File: config.mk
export PLATFORM = sky130hd
export DESIGN_NAME = diff_channel_scheduler_flat
export DESIGN_NICKNAME = d
export VERILOG_FILES = /design/src/rtl/diff_channel_scheduler_if.sv /design/src/rtl/diff_channel_scheduler.sv /design/src/flat_wrapper.sv
export SDC_FILE = /design/constraint.sdc
export NUM_CORES = 1
export LEC_CHECK = 0
export ABC_AREA = 0
export BUFFER_PORTS_ARGS = -buffer_cell sky130_fd_sc_hd__buf_2
export CAP_MARGIN = 20
export CORE_MARGIN = 3
export CORE_UTILIZATION = 30
export DETAILED_ROUTE_END_ITERATION = 12
export MAX_ROUTING_LAYER = met4
export SKIP_CTS_REPAIR_TIMING = 1
export SLEW_MARGIN = 20
export SYNTH_ARGS = -nofsm -noshare
export SYNTH_HDL_FRONTEND = slang
export SYNTH_SLANG_ARGS = --single-unit
File: constraint.sdc
create_clock -name clk -period 9.8 [get_ports clk]
set_input_delay 2.45 -clock clk [delete_from_list [all_inputs] [get_ports clk]]
set_output_delay 2.45 -clock clk [all_outputs]
set_load 0.02 [all_outputs]
File: src/rtl/diff_channel_scheduler_if.sv
// Handshake bundle for diff_channel_scheduler: per-channel sample inputs on one side,
// registered difference stream on the other.
// The sat_flag signal only exists when DIFF_SAT_EN is defined.
interface diff_channel_scheduler_if #(
   parameter int unsigned N  = 4,
   parameter int unsigned W  = 8,
   parameter int unsigned CW = 2
);
   logic [N-1:0]   in_valid;
   logic [N*W-1:0] in_data;
   logic [N-1:0]   in_ready;
   logic           clear;
   logic           out_valid;
   logic           out_ready;
   logic [W:0]     out_diff;
   logic [CW-1:0]  out_chan;
   logic [N-1:0]   primed;
`ifdef DIFF_SAT_EN
   logic           sat_flag;
`endif

   // Source / sink side (sample producers and downstream consumer)
   modport master (
      output in_valid, in_data, clear, out_ready,
      input  in_ready, out_valid, out_diff, out_chan, primed
`ifdef DIFF_SAT_EN
      , input sat_flag
`endif
   );

   // Scheduler side
   modport slave (
      input  in_valid, in_data, clear, out_ready,
      output in_ready, out_valid, out_diff, out_chan, primed
`ifdef DIFF_SAT_EN
      , output sat_flag
`endif
   );
endinterface

File: src/rtl/diff_channel_scheduler.sv
// Round-robin time-shared first-difference unit: y[n] = x[n] - x[n-1] per channel.
// One channel is granted per cycle; its previous sample lives in a per-channel bank.
// A single registered output word carries the difference and the channel tag.
// Optional: define DIFF_SAT_EN to clamp the result to the signed W-bit range and add sat_flag.
module diff_channel_scheduler #(
   parameter int unsigned N  = 4,
   parameter int unsigned W  = 8,
   parameter int unsigned CW = 2
) (
   input logic                     clk,
   input logic                     rst,
   diff_channel_scheduler_if.slave bus
);

   typedef enum logic [0:0] {StEmpty, StFull} state_e;

   state_e         state_q, state_d;
   logic [CW-1:0]  ptr_q, ptr_d;
   logic [N-1:0]   primed_q, primed_d;
   logic [W-1:0]   prev_q [N];
   logic [W-1:0]   prev_d [N];
   logic [W:0]     diff_q, diff_d;
   logic [CW-1:0]  chan_q, chan_d;
   logic           sat_q, sat_d;

   logic           free;
   logic           grant_vld;
   logic [CW-1:0]  grant;
   logic [N-1:0]   rdy;
   logic           accept;
   logic           primed_acc;
   logic [W-1:0]   sel_data;
   logic [W-1:0]   sel_prev;
   logic [W:0]     diff_full;
   logic [W:0]     diff_res;
   logic           sat_hit;

   assign free = (state_q == StEmpty) || bus.out_ready;

   // Round-robin search starting at the pointer, wrapping N-1 -> 0
   always_comb begin
      logic [CW-1:0] cand;
      grant_vld = 1'b0;
      grant     = '0;
      cand      = '0;
      for (int i = 0; i < int'(N); i++) begin
         cand = CW'((int'(ptr_q) + i) % int'(N));
         if (!grant_vld && bus.in_valid[cand]) begin
            grant_vld = 1'b1;
            grant     = cand;
         end
      end
   end

   // Grant is one-hot; suppressed under backpressure and while in reset
   always_comb begin
      rdy = '0;
      if (!rst && free && grant_vld) begin
         rdy[grant] = 1'b1;
      end
   end

   assign accept     = |rdy;
   assign primed_acc = accept && primed_q[grant];
   assign sel_data   = bus.in_data[int'(grant)*int'(W) +: W];
   assign sel_prev   = prev_q[grant];

   // Difference at W+1 bits is always exact; optional clamp to signed W-bit range
   always_comb begin
      diff_full = {sel_data[W-1], sel_data} - {sel_prev[W-1], sel_prev};
      diff_res  = diff_full;
      sat_hit   = 1'b0;
`ifdef DIFF_SAT_EN
      if (diff_full[W] != diff_full[W-1]) begin
         sat_hit  = 1'b1;
         diff_res = diff_full[W] ? {2'b11, {(W-1){1'b0}}} : {2'b00, {(W-1){1'b1}}};
      end
`endif
   end

   // Next-state: output FSM, output word, history bank and pointer
   always_comb begin
      state_d  = state_q;
      ptr_d    = ptr_q;
      diff_d   = diff_q;
      chan_d   = chan_q;
      sat_d    = sat_q;
      prev_d   = prev_q;
      primed_d = bus.clear ? '0 : primed_q;

      unique case (state_q)
         StEmpty: if (primed_acc) state_d = StFull;
         StFull: begin
            if (primed_acc) begin
               state_d = StFull;
            end else if (bus.out_ready) begin
               state_d = StEmpty;
            end
         end
         default: state_d = StEmpty;
      endcase

      if (accept) begin
         prev_d[grant]   = sel_data;
         primed_d[grant] = 1'b1;
         ptr_d = (grant == CW'(N - 1)) ? '0 : grant + CW'(1);
      end

      // New word replaces the old one, so draining and refilling costs no bubble
      if (primed_acc) begin
         diff_d = diff_res;
         chan_d = grant;
         sat_d  = sat_hit;
      end
   end

   // State registers with synchronous reset
   always_ff @(posedge clk) begin
      if (rst) begin
         state_q  <= StEmpty;
         ptr_q    <= '0;
         primed_q <= '0;
         diff_q   <= '0;
         chan_q   <= '0;
         sat_q    <= 1'b0;
         for (int k = 0; k < int'(N); k++) begin
            prev_q[k] <= '0;
         end
      end else begin
         state_q  <= state_d;
         ptr_q    <= ptr_d;
         primed_q <= primed_d;
         diff_q   <= diff_d;
         chan_q   <= chan_d;
         sat_q    <= sat_d;
         prev_q   <= prev_d;
      end
   end

   assign bus.in_ready  = rdy;
   assign bus.out_valid = (state_q == StFull);
   assign bus.out_diff  = diff_q;
   assign bus.out_chan  = chan_q;
   assign bus.primed    = primed_q;
`ifdef DIFF_SAT_EN
   assign bus.sat_flag  = sat_q;
`endif

   // Simulation checks: grant shape and output stability under stall
   always_ff @(posedge clk) begin
      if (!rst) begin
         assert ($onehot0(bus.in_ready))
            else $error("in_ready not one-hot or zero");
      end
   end

   assert property (@(posedge clk) disable iff (rst)
      (bus.out_valid && !bus.out_ready) |=> ($stable(bus.out_diff) && $stable(bus.out_chan)))
      else $error("output word changed while stalled");

endmodule

File: src/flat_wrapper.sv
// flat-port wrapper written by rule: the top's interface ports become plain ports
module diff_channel_scheduler_flat 
#(
   parameter int unsigned N  = 4,
   parameter int unsigned W  = 8,
   parameter int unsigned CW = 2
)
  (clk, rst, bus_in_valid, bus_in_data, bus_clear, bus_out_ready, bus_in_ready, bus_out_valid, bus_out_diff, bus_out_chan, bus_primed);
  diff_channel_scheduler_if #(.N(N), .W(W), .CW(CW)) bus_i ();
  input logic clk;
  input logic rst;
  input wire logic [$bits(bus_i.in_valid)-1:0] bus_in_valid;
  input wire logic [$bits(bus_i.in_data)-1:0] bus_in_data;
  input wire logic [$bits(bus_i.clear)-1:0] bus_clear;
  input wire logic [$bits(bus_i.out_ready)-1:0] bus_out_ready;
  output wire logic [$bits(bus_i.in_ready)-1:0] bus_in_ready;
  output wire logic [$bits(bus_i.out_valid)-1:0] bus_out_valid;
  output wire logic [$bits(bus_i.out_diff)-1:0] bus_out_diff;
  output wire logic [$bits(bus_i.out_chan)-1:0] bus_out_chan;
  output wire logic [$bits(bus_i.primed)-1:0] bus_primed;
  assign bus_i.in_valid = bus_in_valid;
  assign bus_i.in_data = bus_in_data;
  assign bus_i.clear = bus_clear;
  assign bus_i.out_ready = bus_out_ready;
  assign bus_in_ready = bus_i.in_ready;
  assign bus_out_valid = bus_i.out_valid;
  assign bus_out_diff = bus_i.out_diff;
  assign bus_out_chan = bus_i.out_chan;
  assign bus_primed = bus_i.primed;
  diff_channel_scheduler #(.N(N), .W(W), .CW(CW)) u_core (.clk(clk), .rst(rst), .bus(bus_i));
endmodule
==> flow_summary.toml, run 1 <==
[finish]
n_antenna_cell = 0
synthToLayoutAreaGrowth_pct = 17.29
final_nets = 416
fin_util_pct = 36.37
final_common_cell = "buf_2"
drive_gt1_share_pct = 25.90
mostFrequentLayoutCells = "59 x buf_2, 50 x dfxtp_1, 43 x o21ai_0"

[power_and_ir_drop]
intPower_uw = 425.8
p_comb_share_pct = 40.2
power-per-cell-area_nw_per_um2 = 193.4
switching_power_uw = 224.2
p_clk_share_pct = 22.6
total_leakage_power_nw = 1.478
power_frac_seq_pct = 37.2
switching_share_pct = 34.49
ir_worst_vdd_uv = 75.38

[route]
vias_per_cell = 4.701
wl_per_cell_um = 12.83
route.detailed.drc = 0
dr.first_iter.drc_count = 97
vias = 2313
wl_um = 6311
detail-route-antenna-nets = 0
dr.pass1.iters = 5

[synth]
ys_warn_count = 0
yosysTopAreaCellShare_pct = 34.93
async_flop_share_pct = 0
synth_area_leaders = "dfxtp_1 35%, mux2i_1 10%, nand3b_1 8.4%"
synth_edf_count = 0
ys_seq_area_share_pct = 34.93
synthCells = 313
netlist_area_um2 = 2865
synthesis.nets = 366
dominantRegCellSynth = "dfxtp_1"
syn-mean-instance-area_um2 = 9.154
synth_top_area_cell = "dfxtp_1"
ys_types = 39
synth_seq_cells = 50

[floorplan]
die_h_um = 103.7
ios = 60
start_util_pct = 31.01
die_w_um = 103.7
placementRows = 35
die_area_um2 = 10760
coreArea_um2 = 9240

[placement]
place_hpwl_um = 4696
port_buffers = 59
dp_slack_ns = 2.902
place_congestion = 0.8234

[timing]
fin_setup_tns_ns = 0
fin_crit_sh_pct = 69.90
max_freq_mhz = 146.0
max_slew.worst_pin.slew_ns = 0.8525
max_slew_margin_pct = 43.17
skew_ns = 0.004392
setup_viol = 0
hold_viol = 0
fin_ws_ns = 2.949
rsz0062_at_grt = "no"
min_period_ns = 6.851
finalMaxSlewViolations = 0

[clock_network]
root_buffer = "clkbuf_8"
cts_tree = "yes"
insertion_delay_ns = 0.30
clock_path_buffers = 2
clk_pin_slew_ns = 0.08
cts_sinks = 50
numCtsBuffers = 5
h-tree-depth = 2

[critical_path]
critPathMaxFanout = 18
end_kind = "primary output"
arrival_ns = 4.40
critical_path_class = "in2out"
startpoint_type = "primary input"
crit_required_ns = 7.35

[hold_path]
worstHoldPathType = "reg2reg"

[grt]
grt_pass1_vias = 2406
antenna_found_initial = 0
grt_max_degree = 59
grt-ovfl-total = 0
grt_pass1_wl_um = 11010
grt_usage_pct = 12.38

[run]
maxCapViolCount = 0

[status]
run_status = "finished clean"
cell families after synthesis:
kind of cell	share of synthesized area [%]
AOI/OAI and AO/OA	14.28
xor gates and xnor gates	0.6115
adders and majority gates	5.939
buffers and inverters	5.633
DFF	34.93
muxes	19.39
and+or+nand+nor	19.21
path summary, 6_finish.rpt:
path	from	to	slack, ns	cells after the start
worst min register to register	u_core.bus.out_diff[4]	u_core.bus.out_diff[4]	0.48	2
worst min-delay path	u_core.bus.out_diff[4]	u_core.bus.out_diff[4]	0.48	2
worst max-delay path	bus_in_valid[0]	bus_in_ready[1]	2.95	9
worst max register to register	u_core.ptr_q[1]	u_core.bus.out_diff[6]	6.13	14
stage by stage:
step / total power, mW / cells / cell area (µm²) / hold slack (ns)
2_1_floorplan: 0.4504 / 313 / 2865 / 0.4497
3_3_place_gp: 0.5044 / 485 / 3248 / 0.4658
3_5_place_dp: 0.5101 / 485 / 3248 / 0.4709
4_1_cts: 0.6608 / 492 / 3361 / 0.4874
5_1_grt: 0.7050 / 492 / 3361 / 0.5010
6_report: 0.6501 / 492 / 3361 / 0.4821
synthesized netlist by cell type (5+ instances only):
| cell type | number |
|---|---|
| a21oi_1 | 13 |
| clkbuf_1 | 10 |
| dfxtp_1 | 50 |
| ha_1 | 12 |
| inv_1 | 15 |
| mux2_2 | 16 |
| mux2_4 | 5 |
| mux2i_1 | 30 |
| nand2_1 | 16 |
| nand2b_1 | 15 |
| nand3b_1 | 32 |
| nor2_1 | 12 |
| nor2b_1 | 9 |
| o21ai_0 | 43 |
registers in the layout, indices dropped and copies added, names as in the netlist:
signal / count
u_core.bus.out_chan: 2
u_core.ptr_q: 2
u_core.bus.out_diff: 9
u_core.prev_q: 32
u_core.bus.out_valid: 1
u_core.bus.primed: 4
power by group through the flow:
stage | combinational [mW] | sequential [mW] | clock, mW
2_1_floorplan | 0.201 | 0.250 | 0
3_3_place_gp | 0.258 | 0.247 | 0
3_5_place_dp | 0.263 | 0.247 | 0
4_1_cts | 0.265 | 0.242 | 0.154
5_1_grt | 0.299 | 0.246 | 0.160
6_report | 0.261 | 0.242 | 0.147
critical path, stage by stage:
cell and delay, ns:
buf_2 0.12, a21oi_1 0.13, o21ai_1 0.10, a21oi_4 0.49, inv_1 0.19, ha_1 0.26, nand2_1 0.40, inv_1 0.07
buf_2 0.17
metal layers:
metal	global-route usage [%]	part of all wire, %	vias up
li1	-	-	1201
met1	14.12	45	1078
met2	22.43	52	28
met3	2.430	2.9	6
met4	2.849	0.73	0
met5	-	0	-
area by class of cell:
cell class | instances | area (µm²)
Clock inverter | 1 | 30.03
Clock buffer | 6 | 82.58
Fill cell | 954 | 5879
Timing Repair Buffer | 60 | 302.8
Multi-Input combinational cell | 229 | 1714
Sequential cell | 50 | 1001
Inverter | 17 | 68.82
Tap cell | 129 | 161.4
(Power assumes the default switching activity.)
==> run 2, diff against run 1 <==
==> constraint.sdc (replaced) <==
create_clock -name clk -period 5.7 [get_ports clk]
set_input_delay 1.425 -clock clk [delete_from_list [all_inputs] [get_ports clk]]
set_output_delay 1.425 -clock clk [all_outputs]
set_load 0.02 [all_outputs]
==> run 2 against run 1 <==
Sequential power is 72% higher. Worst setup slack worse by 1.8 ns. Die area stayed put. Sequential share of layout area is 0.37 points lower. Via count is 2.1% higher. Design area is 1.3% higher. Core utilization is 0.46 points higher. Worst hold slack worse by 0.0014 ns. Clock-buffer cell count is 1 lower. Routed wire length is 4.1% higher.
==> flow_summary.toml, run 2 (synthesis results as in run 1) <==
[clock_network]
h-tree-depth = 2
clock_path_buffers = 2
insertion_delay_ns = 0.31
clk_pin_slew_ns = 0.09
numCtsBuffers = 5
root_buffer = "clkbuf_8"
cts_tree = "yes"
cts_sinks = 50

[hold_path]
worstHoldStart = "u_core.bus.out_diff[6]"
worstHoldPathType = "reg2reg"

[timing]
fin_crit_sh_pct = 79.69
hold_slack_ns = 0.4806
finalMaxSlewViolations = 0
rsz0062_at_grt = "no"
skew_ns = 0.01382
max_slew.worst_pin.slew_ns = 0.8866
max_freq_mhz = 220.1
setup_viol = 0
min_period_ns = 4.543
max_slew_margin_pct = 40.90
fin_ws_ns = 1.157
fin_setup_tns_ns = 0
hold_viol = 0

[finish]
final_common_cell = "buf_2"
mostFrequentLayoutCells = "59 x buf_2, 50 x dfxtp_1, 43 x o21ai_0"
largest_reg_flops = 32
final_cells = 497
synthToLayoutAreaGrowth_pct = 18.78
fin_area_um2 = 3403
final_nets = 420
drive_gt1_share_pct = 26.90
top_register = "u_core.prev_q"
n_antenna_cell = 0

[critical_path]
critPathMaxFanout = 28
critical_path_class = "in2out"
r2r_cells = 14
startpoint_type = "primary input"
r2r_setup_slack_ns = 2.33
endpoint = "bus_in_ready[3]"
r2r_start = "u_core.ptr_q[1]"
crit_start = "bus_in_valid[3]"
crit_required_ns = 4.28
arrival_ns = 3.12
r2r_end = "u_core.bus.out_diff[8]"
end_kind = "primary output"

[floorplan]
coreArea_um2 = 9240
start_util_pct = 31.01
die_area_um2 = 10760
ios = 60
placementRows = 35
die_h_um = 103.7
die_w_um = 103.7

[grt]
grt_max_degree = 59
grt-ovfl-total = 0
grt_pass1_wl_um = 11300
grt_usage_pct = 12.95
antenna_found_initial = 0
grt_pass1_vias = 2396

[run]
maxCapViolCount = 0

[placement]
port_buffers = 59
dp.cells = 489
place_congestion = 0.7984
place_hpwl_um = 4742
dp_slack_ns = 1.095
placed_area_um2 = 3291

[status]
run_status = "finished clean"

[power_and_ir_drop]
intPower_uw = 729.5
switching_share_pct = 35.36
p_comb_share_pct = 40.5
p_clk_share_pct = 22.7
total_leakage_power_nw = 1.501
power-per-cell-area_nw_per_um2 = 331.6
power_frac_seq_pct = 36.9
switching_power_uw = 399.0
ir_worst_vdd_uv = 120.3

[route]
vias = 2362
detail-route-antenna-nets = 0
wl_um = 6567
wl_per_cell_um = 13.21
dr.first_iter.drc_count = 92
dr.pass1.iters = 4
vias_per_cell = 4.753
route.detailed.drc = 0
## run 2: cell count changes in the layout (fill, tap and decap cells not counted), sizes merged
cell	previous run	this run
clkbuf	6	5
inv	16	17
clkinv	1	2
buf	60	64
## run 2: cell type report
class                           instances  area [µm²]
Clock buffer                            5       68.82
Clock inverter                          3       43.79
Fill cell                             960        5837
Inverter                               17       68.82
Multi-Input combinational cell        229        1714
Sequential cell                        50        1001
Tap cell                              129       161.4
Timing Repair Buffer                   64       345.3
## run 2: worst min path at each step
stage	end	slack, ns	depth (start not counted)
6_report	u_core.bus.out_diff[6]	0.48	2
2_1_floorplan	u_core.prev_q[24]	0.45	2
3_3_place_gp	u_core.prev_q[24]	0.46	2
4_1_cts	u_core.bus.out_diff[6]	0.48	2
3_5_place_dp	u_core.prev_q[24]	0.47	2
5_1_grt	u_core.bus.out_diff[4]	0.51	2
## run 2: critical path, stage by stage
cell      delay [ns]
buf_2           0.11
inv_2           0.05
a22o_1          0.22
a211o_1         0.38
clkinv_4        0.22
ha_1            0.22
nand2_1         0.06
buf_4           0.21
inv_1           0.07
buf_2           0.15
## run 2: per-layer routing
metal	wire length [µm]	global-route usage, %
met1	3005	15.46
met2	3279	22.52
met3	215	2.555
met4	66	3.134
met5	0	-
## run 2: power groups by stage
stage | registers, mW | clock network (mW) | logic (mW)
after floorplan | 0.430 | 0 | 0.345
after global placement | 0.423 | 0 | 0.458
after detailed placement | 0.424 | 0 | 0.459
after CTS | 0.416 | 0.263 | 0.462
after global routing | 0.422 | 0.275 | 0.520
final | 0.416 | 0.256 | 0.457
## run 2: metrics by stage
step                util, %  total power, mW
floorplan                 -           0.7744
global placement      35.61           0.8813
detailed placement    35.61           0.8832
CTS                   36.83            1.141
global route          36.83            1.217
finish                36.83            1.128
